File: config.mk
export PLATFORM = sky130hd
export DESIGN_NAME = writeback_regfile_flat
export DESIGN_NICKNAME = d
export VERILOG_FILES = /design/src/rtl/writeback_regfile_if.sv /design/src/rtl/writeback_regfile.sv /design/src/flat_wrapper.sv
export SDC_FILE = /design/constraint.sdc
export NUM_CORES = 1
export LEC_CHECK = 0
export BUFFER_PORTS_ARGS = -buffer_cell sky130_fd_sc_hd__buf_2
export CELL_PAD_IN_SITES_DETAIL_PLACEMENT = 0
export CELL_PAD_IN_SITES_GLOBAL_PLACEMENT = 1
export CORE_ASPECT_RATIO = 2
export CORE_MARGIN = 2
export CORE_UTILIZATION = 31
export DETAILED_ROUTE_END_ITERATION = 10
export GPL_TIMING_DRIVEN = 0
export PLACE_DENSITY = 0.58
export SLEW_MARGIN = 20
export SYNTH_ARGS = -nofsm -noshare
export SYNTH_HDL_FRONTEND = slang
export SYNTH_SLANG_ARGS = --single-unit
File: constraint.sdc
create_clock -name clk -period 3.9 [get_ports clk]
set_input_delay 0.78 -clock clk [delete_from_list [all_inputs] [get_ports clk]]
set_output_delay 0.78 -clock clk [all_outputs]
set_load 0.01 [all_outputs]
File: src/rtl/writeback_regfile_if.sv
// Writeback stage bus: the execute-stage (3a) result bundle, the decode-stage
// read ports, the PSR outputs and the branch redirect back to fetch.
interface writeback_regfile_if;
    // 3a result bundle
    logic        stall_3a;
    logic        bubble_3a;
    logic        write_reg_3a;
    logic [3:0]  write_num_3a;
    logic [31:0] write_data_3a;
    logic        cpsrup_3a;
    logic [31:0] cpsr_3a;
    logic [31:0] spsr_3a;
    // decode-stage operand reads
    logic [31:0] rd_pc_1a;
    logic [3:0]  rd_num0_1a;
    logic [3:0]  rd_num1_1a;
    logic [3:0]  rd_num2_1a;
    logic [31:0] rd_data0_1a;
    logic [31:0] rd_data1_1a;
    logic [31:0] rd_data2_1a;
    // architectural PSRs (bypassed) and redirect
    logic [31:0] cpsr;
    logic [31:0] spsr;
    logic        jmp_4a;
    logic [31:0] jmppc_4a;

    modport master (
        output stall_3a, bubble_3a, write_reg_3a, write_num_3a, write_data_3a,
               cpsrup_3a, cpsr_3a, spsr_3a, rd_pc_1a,
               rd_num0_1a, rd_num1_1a, rd_num2_1a,
        input  rd_data0_1a, rd_data1_1a, rd_data2_1a, cpsr, spsr, jmp_4a, jmppc_4a
    );

    modport slave (
        input  stall_3a, bubble_3a, write_reg_3a, write_num_3a, write_data_3a,
               cpsrup_3a, cpsr_3a, spsr_3a, rd_pc_1a,
               rd_num0_1a, rd_num1_1a, rd_num2_1a,
        output rd_data0_1a, rd_data1_1a, rd_data2_1a, cpsr, spsr, jmp_4a, jmppc_4a
    );
endinterface

File: src/rtl/writeback_regfile.sv
// Writeback stage: latches the 3a result into the 4a slot, commits it to the
// 16x32 register file / CPSR / SPSR one cycle later, bypasses in-flight results
// to the three decode read ports, and turns r15 writes into a fetch redirect.
module writeback_regfile #(
    parameter logic [31:0] CPSR_RESET = 32'h000000D3,
    parameter logic [31:0] PC_OFFSET  = 32'h00000008
) (
    input logic          clk,
    input logic          rst,
    writeback_regfile_if.slave wb
);

    // 4a writeback latch
    logic        valid_4a_q,  valid_4a_d;
    logic        wr_4a_q,     wr_4a_d;
    logic [3:0]  num_4a_q,    num_4a_d;
    logic [31:0] data_4a_q,   data_4a_d;
    logic        cpsrup_4a_q, cpsrup_4a_d;
    logic [31:0] cpsr_4a_q,   cpsr_4a_d;
    logic [31:0] spsr_4a_q,   spsr_4a_d;

    // architectural state
    logic [31:0] regs_q [16];
    logic [31:0] cpsr_q;
    logic [31:0] spsr_q;

    // qualified hit terms shared by the bypass network and the commit logic
    logic hit3a_reg, hit3a_psr, hit4a_reg, hit4a_psr;
    logic commit_reg;

    assign hit3a_reg  = !wb.bubble_3a && wb.write_reg_3a;
    assign hit3a_psr  = !wb.bubble_3a && wb.cpsrup_3a;
    assign hit4a_reg  = valid_4a_q && wr_4a_q;
    assign hit4a_psr  = valid_4a_q && cpsrup_4a_q;
    assign commit_reg = hit4a_reg && (num_4a_q != 4'd15);

    // Latch next state: capture when not stalled; a stall holds the fields but
    // drops valid so a held entry is committed only once.
    always_comb begin
        valid_4a_d  = 1'b0;
        wr_4a_d     = wr_4a_q;
        num_4a_d    = num_4a_q;
        data_4a_d   = data_4a_q;
        cpsrup_4a_d = cpsrup_4a_q;
        cpsr_4a_d   = cpsr_4a_q;
        spsr_4a_d   = spsr_4a_q;
        if (!wb.stall_3a) begin
            valid_4a_d  = !wb.bubble_3a;
            wr_4a_d     = wb.write_reg_3a && !wb.bubble_3a;
            num_4a_d    = wb.write_num_3a;
            data_4a_d   = wb.write_data_3a;
            cpsrup_4a_d = wb.cpsrup_3a;
            cpsr_4a_d   = wb.cpsr_3a;
            spsr_4a_d   = wb.spsr_3a;
        end
    end

    // 4a latch register; reset discards any uncommitted result.
    always_ff @(posedge clk) begin
        if (rst) begin
            valid_4a_q  <= 1'b0;
            wr_4a_q     <= 1'b0;
            num_4a_q    <= 4'd0;
            data_4a_q   <= 32'd0;
            cpsrup_4a_q <= 1'b0;
            cpsr_4a_q   <= 32'd0;
            spsr_4a_q   <= 32'd0;
        end else begin
            valid_4a_q  <= valid_4a_d;
            wr_4a_q     <= wr_4a_d;
            num_4a_q    <= num_4a_d;
            data_4a_q   <= data_4a_d;
            cpsrup_4a_q <= cpsrup_4a_d;
            cpsr_4a_q   <= cpsr_4a_d;
            spsr_4a_q   <= spsr_4a_d;
        end
    end

    // Register file commit; r15 is never stored (it becomes a redirect).
    always_ff @(posedge clk) begin
        if (rst) begin
            for (int i = 0; i < 16; i++) begin
                regs_q[i] <= 32'd0;
            end
        end else if (commit_reg) begin
            regs_q[num_4a_q] <= data_4a_q;
        end
    end

    // PSR commit.
    always_ff @(posedge clk) begin
        if (rst) begin
            cpsr_q <= CPSR_RESET;
            spsr_q <= 32'd0;
        end else if (hit4a_psr) begin
            cpsr_q <= cpsr_4a_q;
            spsr_q <= spsr_4a_q;
        end
    end

    // Read ports: r15 yields pc+offset, else youngest in-flight result wins.
    logic [2:0][3:0]  rd_num_w;
    logic [2:0][31:0] rd_data_w;

    assign rd_num_w[0] = wb.rd_num0_1a;
    assign rd_num_w[1] = wb.rd_num1_1a;
    assign rd_num_w[2] = wb.rd_num2_1a;

    generate
        for (genvar gi = 0; gi < 3; gi++) begin : g_rd_port
            assign rd_data_w[gi] =
                (rd_num_w[gi] == 4'd15)                           ? wb.rd_pc_1a + PC_OFFSET :
                (hit3a_reg && (wb.write_num_3a == rd_num_w[gi]))  ? wb.write_data_3a :
                (hit4a_reg && (num_4a_q == rd_num_w[gi]))         ? data_4a_q :
                                                                    regs_q[rd_num_w[gi]];
        end
    endgenerate

    assign wb.rd_data0_1a = rd_data_w[0];
    assign wb.rd_data1_1a = rd_data_w[1];
    assign wb.rd_data2_1a = rd_data_w[2];

    assign wb.cpsr = hit3a_psr ? wb.cpsr_3a : (hit4a_psr ? cpsr_4a_q : cpsr_q);
    assign wb.spsr = hit3a_psr ? wb.spsr_3a : (hit4a_psr ? spsr_4a_q : spsr_q);

    // Redirect is driven straight from the latch, so it is high only in the
    // single cycle the r15 entry is valid.
    assign wb.jmp_4a   = hit4a_reg && (num_4a_q == 4'd15);
    assign wb.jmppc_4a = data_4a_q;

endmodule

File: src/flat_wrapper.sv
// flat-port wrapper written by rule: the top's interface ports become plain ports
module writeback_regfile_flat 
#(
    parameter logic [31:0] CPSR_RESET = 32'h000000D3,
    parameter logic [31:0] PC_OFFSET  = 32'h00000008
)
  (clk, rst, wb_stall_3a, wb_bubble_3a, wb_write_reg_3a, wb_write_num_3a, wb_write_data_3a, wb_cpsrup_3a, wb_cpsr_3a, wb_spsr_3a, wb_rd_pc_1a, wb_rd_num0_1a, wb_rd_num1_1a, wb_rd_num2_1a, wb_rd_data0_1a, wb_rd_data1_1a, wb_rd_data2_1a, wb_cpsr, wb_spsr, wb_jmp_4a, wb_jmppc_4a);
  writeback_regfile_if wb_i ();
  input logic clk;
  input logic rst;
  input wire logic [$bits(wb_i.stall_3a)-1:0] wb_stall_3a;
  input wire logic [$bits(wb_i.bubble_3a)-1:0] wb_bubble_3a;
  input wire logic [$bits(wb_i.write_reg_3a)-1:0] wb_write_reg_3a;
  input wire logic [$bits(wb_i.write_num_3a)-1:0] wb_write_num_3a;
  input wire logic [$bits(wb_i.write_data_3a)-1:0] wb_write_data_3a;
  input wire logic [$bits(wb_i.cpsrup_3a)-1:0] wb_cpsrup_3a;
  input wire logic [$bits(wb_i.cpsr_3a)-1:0] wb_cpsr_3a;
  input wire logic [$bits(wb_i.spsr_3a)-1:0] wb_spsr_3a;
  input wire logic [$bits(wb_i.rd_pc_1a)-1:0] wb_rd_pc_1a;
  input wire logic [$bits(wb_i.rd_num0_1a)-1:0] wb_rd_num0_1a;
  input wire logic [$bits(wb_i.rd_num1_1a)-1:0] wb_rd_num1_1a;
  input wire logic [$bits(wb_i.rd_num2_1a)-1:0] wb_rd_num2_1a;
  output wire logic [$bits(wb_i.rd_data0_1a)-1:0] wb_rd_data0_1a;
  output wire logic [$bits(wb_i.rd_data1_1a)-1:0] wb_rd_data1_1a;
  output wire logic [$bits(wb_i.rd_data2_1a)-1:0] wb_rd_data2_1a;
  output wire logic [$bits(wb_i.cpsr)-1:0] wb_cpsr;
  output wire logic [$bits(wb_i.spsr)-1:0] wb_spsr;
  output wire logic [$bits(wb_i.jmp_4a)-1:0] wb_jmp_4a;
  output wire logic [$bits(wb_i.jmppc_4a)-1:0] wb_jmppc_4a;
  assign wb_i.stall_3a = wb_stall_3a;
  assign wb_i.bubble_3a = wb_bubble_3a;
  assign wb_i.write_reg_3a = wb_write_reg_3a;
  assign wb_i.write_num_3a = wb_write_num_3a;
  assign wb_i.write_data_3a = wb_write_data_3a;
  assign wb_i.cpsrup_3a = wb_cpsrup_3a;
  assign wb_i.cpsr_3a = wb_cpsr_3a;
  assign wb_i.spsr_3a = wb_spsr_3a;
  assign wb_i.rd_pc_1a = wb_rd_pc_1a;
  assign wb_i.rd_num0_1a = wb_rd_num0_1a;
  assign wb_i.rd_num1_1a = wb_rd_num1_1a;
  assign wb_i.rd_num2_1a = wb_rd_num2_1a;
  assign wb_rd_data0_1a = wb_i.rd_data0_1a;
  assign wb_rd_data1_1a = wb_i.rd_data1_1a;
  assign wb_rd_data2_1a = wb_i.rd_data2_1a;
  assign wb_cpsr = wb_i.cpsr;
  assign wb_spsr = wb_i.spsr;
  assign wb_jmp_4a = wb_i.jmp_4a;
  assign wb_jmppc_4a = wb_i.jmppc_4a;
  writeback_regfile #(.CPSR_RESET(CPSR_RESET), .PC_OFFSET(PC_OFFSET)) u_core (.clk(clk), .rst(rst), .wb(wb_i));
endmodule
* Word level (Yosys, flattened, before mapping) *
Memory sizes are Yosys's and may differ from the RTL's.
Index checks and enable logic that the tools add are counted.
Widths: inputs -> output; s select.

word-level totals
  register bits = 167
  bits of input ports = 150
  memories = 1
  logic and storage cells = 58
  output and inout bits = 193
  memory bits (writable) = 512

operators by class
  reductions and logical operators = 15
  add/sub/neg operators = 1
  equal/unequal tests = 11
  mux-type cells = 21

memories
  memory         words  bits a word  rd ports  clocked after Yosys merged registers in  write ports  line                     text
  u_core.regs_q  16     32           3         0                                        16           writeback_regfile.sv:23  logic [31:0] regs_q [16];

operator list
  operator               count
  $mux 32                14
  $add 32x4->32 const B  1
  $reduce_or 32->1       1
  $eq 4x4->1             6
  $eq 4x4->1 const B     4
  $logic_and 1x1->1      12
  $mux 1                 6
  $mux 4                 1
  $ne 4x4->1 const B     1
  $reduce_or 2->1        1
  $logic_not 1->1        1

* Depth between registers and ports, before layout *
  depth after elaboration = 7
  mapped depth = 10
  mapped depth without buffers = 6

* Least setup slack after synthesis *
OpenSTA, ideal clock, no wires.

  path kind = input to output
  start point = input port wb_rd_num2_1a[0]
  end point = output port wb_rd_data2_1a[3]
  cell stages on the path = 5
  slack = 0.420 ns
  required time = 3.120 ns
  arrival = 2.700 ns
  path buffers = 2
  path through = buf_2 > buf_1 > mux4_2 > mux4_2 > o22a_1

on the way
  cells in the longest elaborated chain, start to end = 5
  elaborated cells between the ends (all ways) = 9
  classes of those cells = eq/ne (3); mux (3); reduce/logical (2); memory (1)

ends and longest elaborated chain
  item                                                                   line                      text
  start: declaration                                                     flat_wrapper.sv:22        input wire logic [$bits(wb_i.rd_num2_1a)-1:0] wb_rd_num2_1a;
  parallel branches: the longest is 4 deep, another holds $mem_v2 16x32  -
  $mux 32 *                                                              writeback_regfile.sv:112  (rd_num_w[gi] == 4'd15) ? wb.rd_pc_1a + PC_OFFSET :
  end: declaration                                                       flat_wrapper.sv:25        output wire logic [$bits(wb_i.rd_data2_1a)-1:0] wb_rd_data2_1a;

Mark *: on every way between the ends.

* Worst setup path after layout *
  start point = input port wb_rd_num2_1a[1]
  end point = output port wb_rd_data2_1a[5]

The elaborated chain is that of the path after synthesis.

==> impl_metrics.env <==
export IMPL_syn_to_final_growth_pct=22.83
export IMPL_worst_hold_path_type="primary input to flip-flop"
export IMPL_cp_arrival_ps=3300
export IMPL_grt_pass1_wl_um=293400
export IMPL_fmax_mhz=245.3
export IMPL_ios=343
export IMPL_clock_latency_ps=710
export IMPL_grt_pass1_vias=32420
export IMPL_port_buffers=333
export IMPL_worst_slew_pin_slew_ps=1232
export IMPL_max_cap_violations=0
export IMPL_core_area_um2=129400
export IMPL_num_rows=187
export IMPL_nets=3837
export IMPL_synth_top_area_cell="edfxtp_1"
export IMPL_synth_main_ff_cell="edfxtp_1"
export IMPL_numPlacedInstances=5254
export IMPL_multiInputGateArea_um2=21430
export IMPL_root_buffer="clkbuf_16"
export IMPL_htree_levels=3
export IMPL_ir_drop_mv=0.3003
export IMPL_crit_fanout=6
export IMPL_synth_seq_cells=679
export IMPL_synthCells=3186
export IMPL_crit_path_start_kind="primary input"
export IMPL_yosysSeqAreaShare_pct=46.41
export IMPL_synth_top_area_share_pct=38.12
export IMPL_ys_types=52
export IMPL_synth_most_common_cell="edfxtp_1"
export IMPL_gp_congestion=1.053
export IMPL_layout_drive_gt1_share_pct=34.64
export IMPL_clk_path_buf_depth=3
export IMPL_cp_end_kind="output port"
export IMPL_cp_required_ps=3120
export IMPL_setup_slack_ps=-177.3
export IMPL_vias=32280
export IMPL_run_status="finished, violations left"
export IMPL_fin_worst_skew_ps=21.64
export IMPL_ff_latch_area_um2=18720
export IMPL_fillers=12550
export IMPL_final_hold_viol_count=0
export IMPL_finalSetupViolCount=26
export IMPL_dieArea_um2=133200
export IMPL_drtAntennaViolNets=0
export IMPL_start_util_pct=31.17
export IMPL_p_per_area_nw_per_um2=392.3
export IMPL_yosysWarnings=0
export IMPL_die_w_um=259.0
export IMPL_dp_slack_ps=-1895
export IMPL_power_leakage_nw=18.69
export IMPL_drt_pass1_iter_count=6
export IMPL_synth_edf_count=512
export IMPL_violations="negative setup slack"
export IMPL_relSlewSlack_pct=17.54
export IMPL_cts_sinks=679
export IMPL_drt_wl_total_um=223900
export IMPL_antenna_found_initial=34
export IMPL_synth_commonest_cells="edfxtp_1 (512), and2_1 (468), mux4_2 (420)"
export IMPL_die_height_um=514.1
export IMPL_netlist_top_cells_area="edfxtp_1 (38%), mux4_2 (23%), dfxtp_1 (8.3%), and2_1 (7.3%), mux2i_1 (5.2%)"
export IMPL_syn_cell_area_um2=40330
export IMPL_cts_tree="built"
export IMPL_fin_util_pct=38.28
export IMPL_grt_max_degree=33
export IMPL_drc=0
export IMPL_rsz0062_at_grt="yes"
export IMPL_synthArstFlopShare_pct=0
export IMPL_vias_per_cell=5.906
export IMPL_critPathKind="primary input to output port"
export IMPL_first_iter_violations=3159
export IMPL_min_period_over_period_pct=104.5
export IMPL_gr_usage_all_layers_pct=33.58
export IMPL_syn_area_per_cell_um2=12.66
export IMPL_clkTransAtPathRegs_ps=60
export IMPL_slew_viol_final=0
export IMPL_wl_per_cell_um=40.96
export IMPL_numCtsBuffers=70
export IMPL_overflow=0
export IMPL_detailed_place_hpwl_um=161700
export IMPL_fin_crit_ps=4077
export IMPL_instances_no_fill=5466
registers in the layout (all words and copies together) (netlist names):
signal	count
u_core.cpsr_q	32
u_core.wr_4a_q	1
u_core.spsr_q	32
u_core.spsr_4a_q	32
u_core.cpsr_4a_q	32
u_core.valid_4a_q	1
u_core.cpsrup_4a_q	1
u_core.regs_q	512
u_core.num_4a_q	4
u_core.wb.jmppc_4a	32
report_power, final:
group	leakage, nW	switching, W	internal, W	total [W]
clock	1.10	0.00329	0.00385	0.00714
sequential	6.62	0.000199	0.00803	0.00822
combinational	11.0	0.00262	0.00145	0.00407
worst paths after layout:
| kind | to | slack (ps) | cells past startpoint | start |
|---|---|---|---|---|
| setup / recovery | wb_rd_data2_1a[5] | -180 | 12 | wb_rd_num2_1a[1] |
| hold / removal | u_core.spsr_4a_q[2]$_SDFFE_PP0N_ | 320 | 3 | wb_spsr_3a[2] |
| setup reg to reg | u_core.regs_q[0][8]$_SDFFCE_PN0P_ | 470 | 5 | u_core.num_4a_q[1]$_SDFFE_PP0N_ |
| hold reg to reg | u_core.cpsr_q[1]$_SDFF_PP1_ | 490 | 2 | u_core.cpsr_q[1]$_SDFF_PP1_ |
worst max-delay path, cell delays in order:
cell and delay [ps]:
buf_16 130, buf_12 170, buf_16 130, buf_12 120, mux2i_1 180, nand2_1 70
o211ai_1 960, nand4_1 170, buf_4 220, a31oi_4 130, nor3_2 70, buf_2 140
area by class of cell:
cell class                 count  area share [%]
sequential                   679           37.79
antenna                       24          0.1212
tap                         1701           4.297
timing repair buffer         404           4.776
clock buffer                  82           3.670
buffer                       336           5.112
clock inverter                45          0.9497
inverter                       4         0.03031
multi-input combinational   2191           43.25
placed cells by master, fill, tap and decap left out, types with 77 or more instances in the layout:
cell       synthesis  routed
edfxtp_1         512     512
and2_1           468     466
mux4_2           420     420
nor2_1           389     364
buf_2             67     344
mux2i_1          210     207
dfxtp_1          167     166
clkbuf_1         209     160
buf_4             26      98
a21oi_1          120      91
clkbuf_16          0      77
metrics by stage:
stage / cell area, µm² / total power [W] / hold slack [ps] / TNS, ps
4_1_cts: 48570 / 0.01912 / 308.3 / -5.037
2_1_floorplan: 40440 / 0.01004 / 446.5 / 0
3_5_place_dp: 44370 / 0.01186 / 468.8 / -106330
3_3_place_gp: 44240 / 0.01183 / 460.4 / -154740
6_report: 49540 / 0.01943 / 324.1 / -760.4
5_1_grt: 49490 / 0.01975 / 332.5 / -91.53
per-layer routing:
layer	up-vias	wire [µm]	track usage, %
met3	779	16460	8.208
li1	13050	-	-
met5	-	138	0.4074
met4	18	29770	36.05
met1	16470	64980	31.03
met2	1969	112500	57.53
cells by family (layout without fill, tap and decap cells):
logic type | Yosys count | count (layout) | share of synthesized area [%]
AO/OA/AOI/OAI | 352 | 352 | 5.467
adder cells (fa/ha/maj) | 1 | 1 | 0.03102
flip-flops | 679 | 679 | 46.41
AND/OR/NAND/NOR | 1120 | 1120 | 14.46
other | 1 | 56 | 0.009299
buffers and inverters | 347 | 871 | 3.705
multiplexers | 635 | 635 | 28.81
XOR/XNOR | 51 | 51 | 1.108
what timing repair did:
action	4_1_cts	5_1_grt
pin swaps	31	29
hold buffers	0	0
gates cloned	0	4
setup endpoints to repair	96	80
gates resized for setup	463	121
setup buffers	25	39
(Power assumes the default switching activity.)
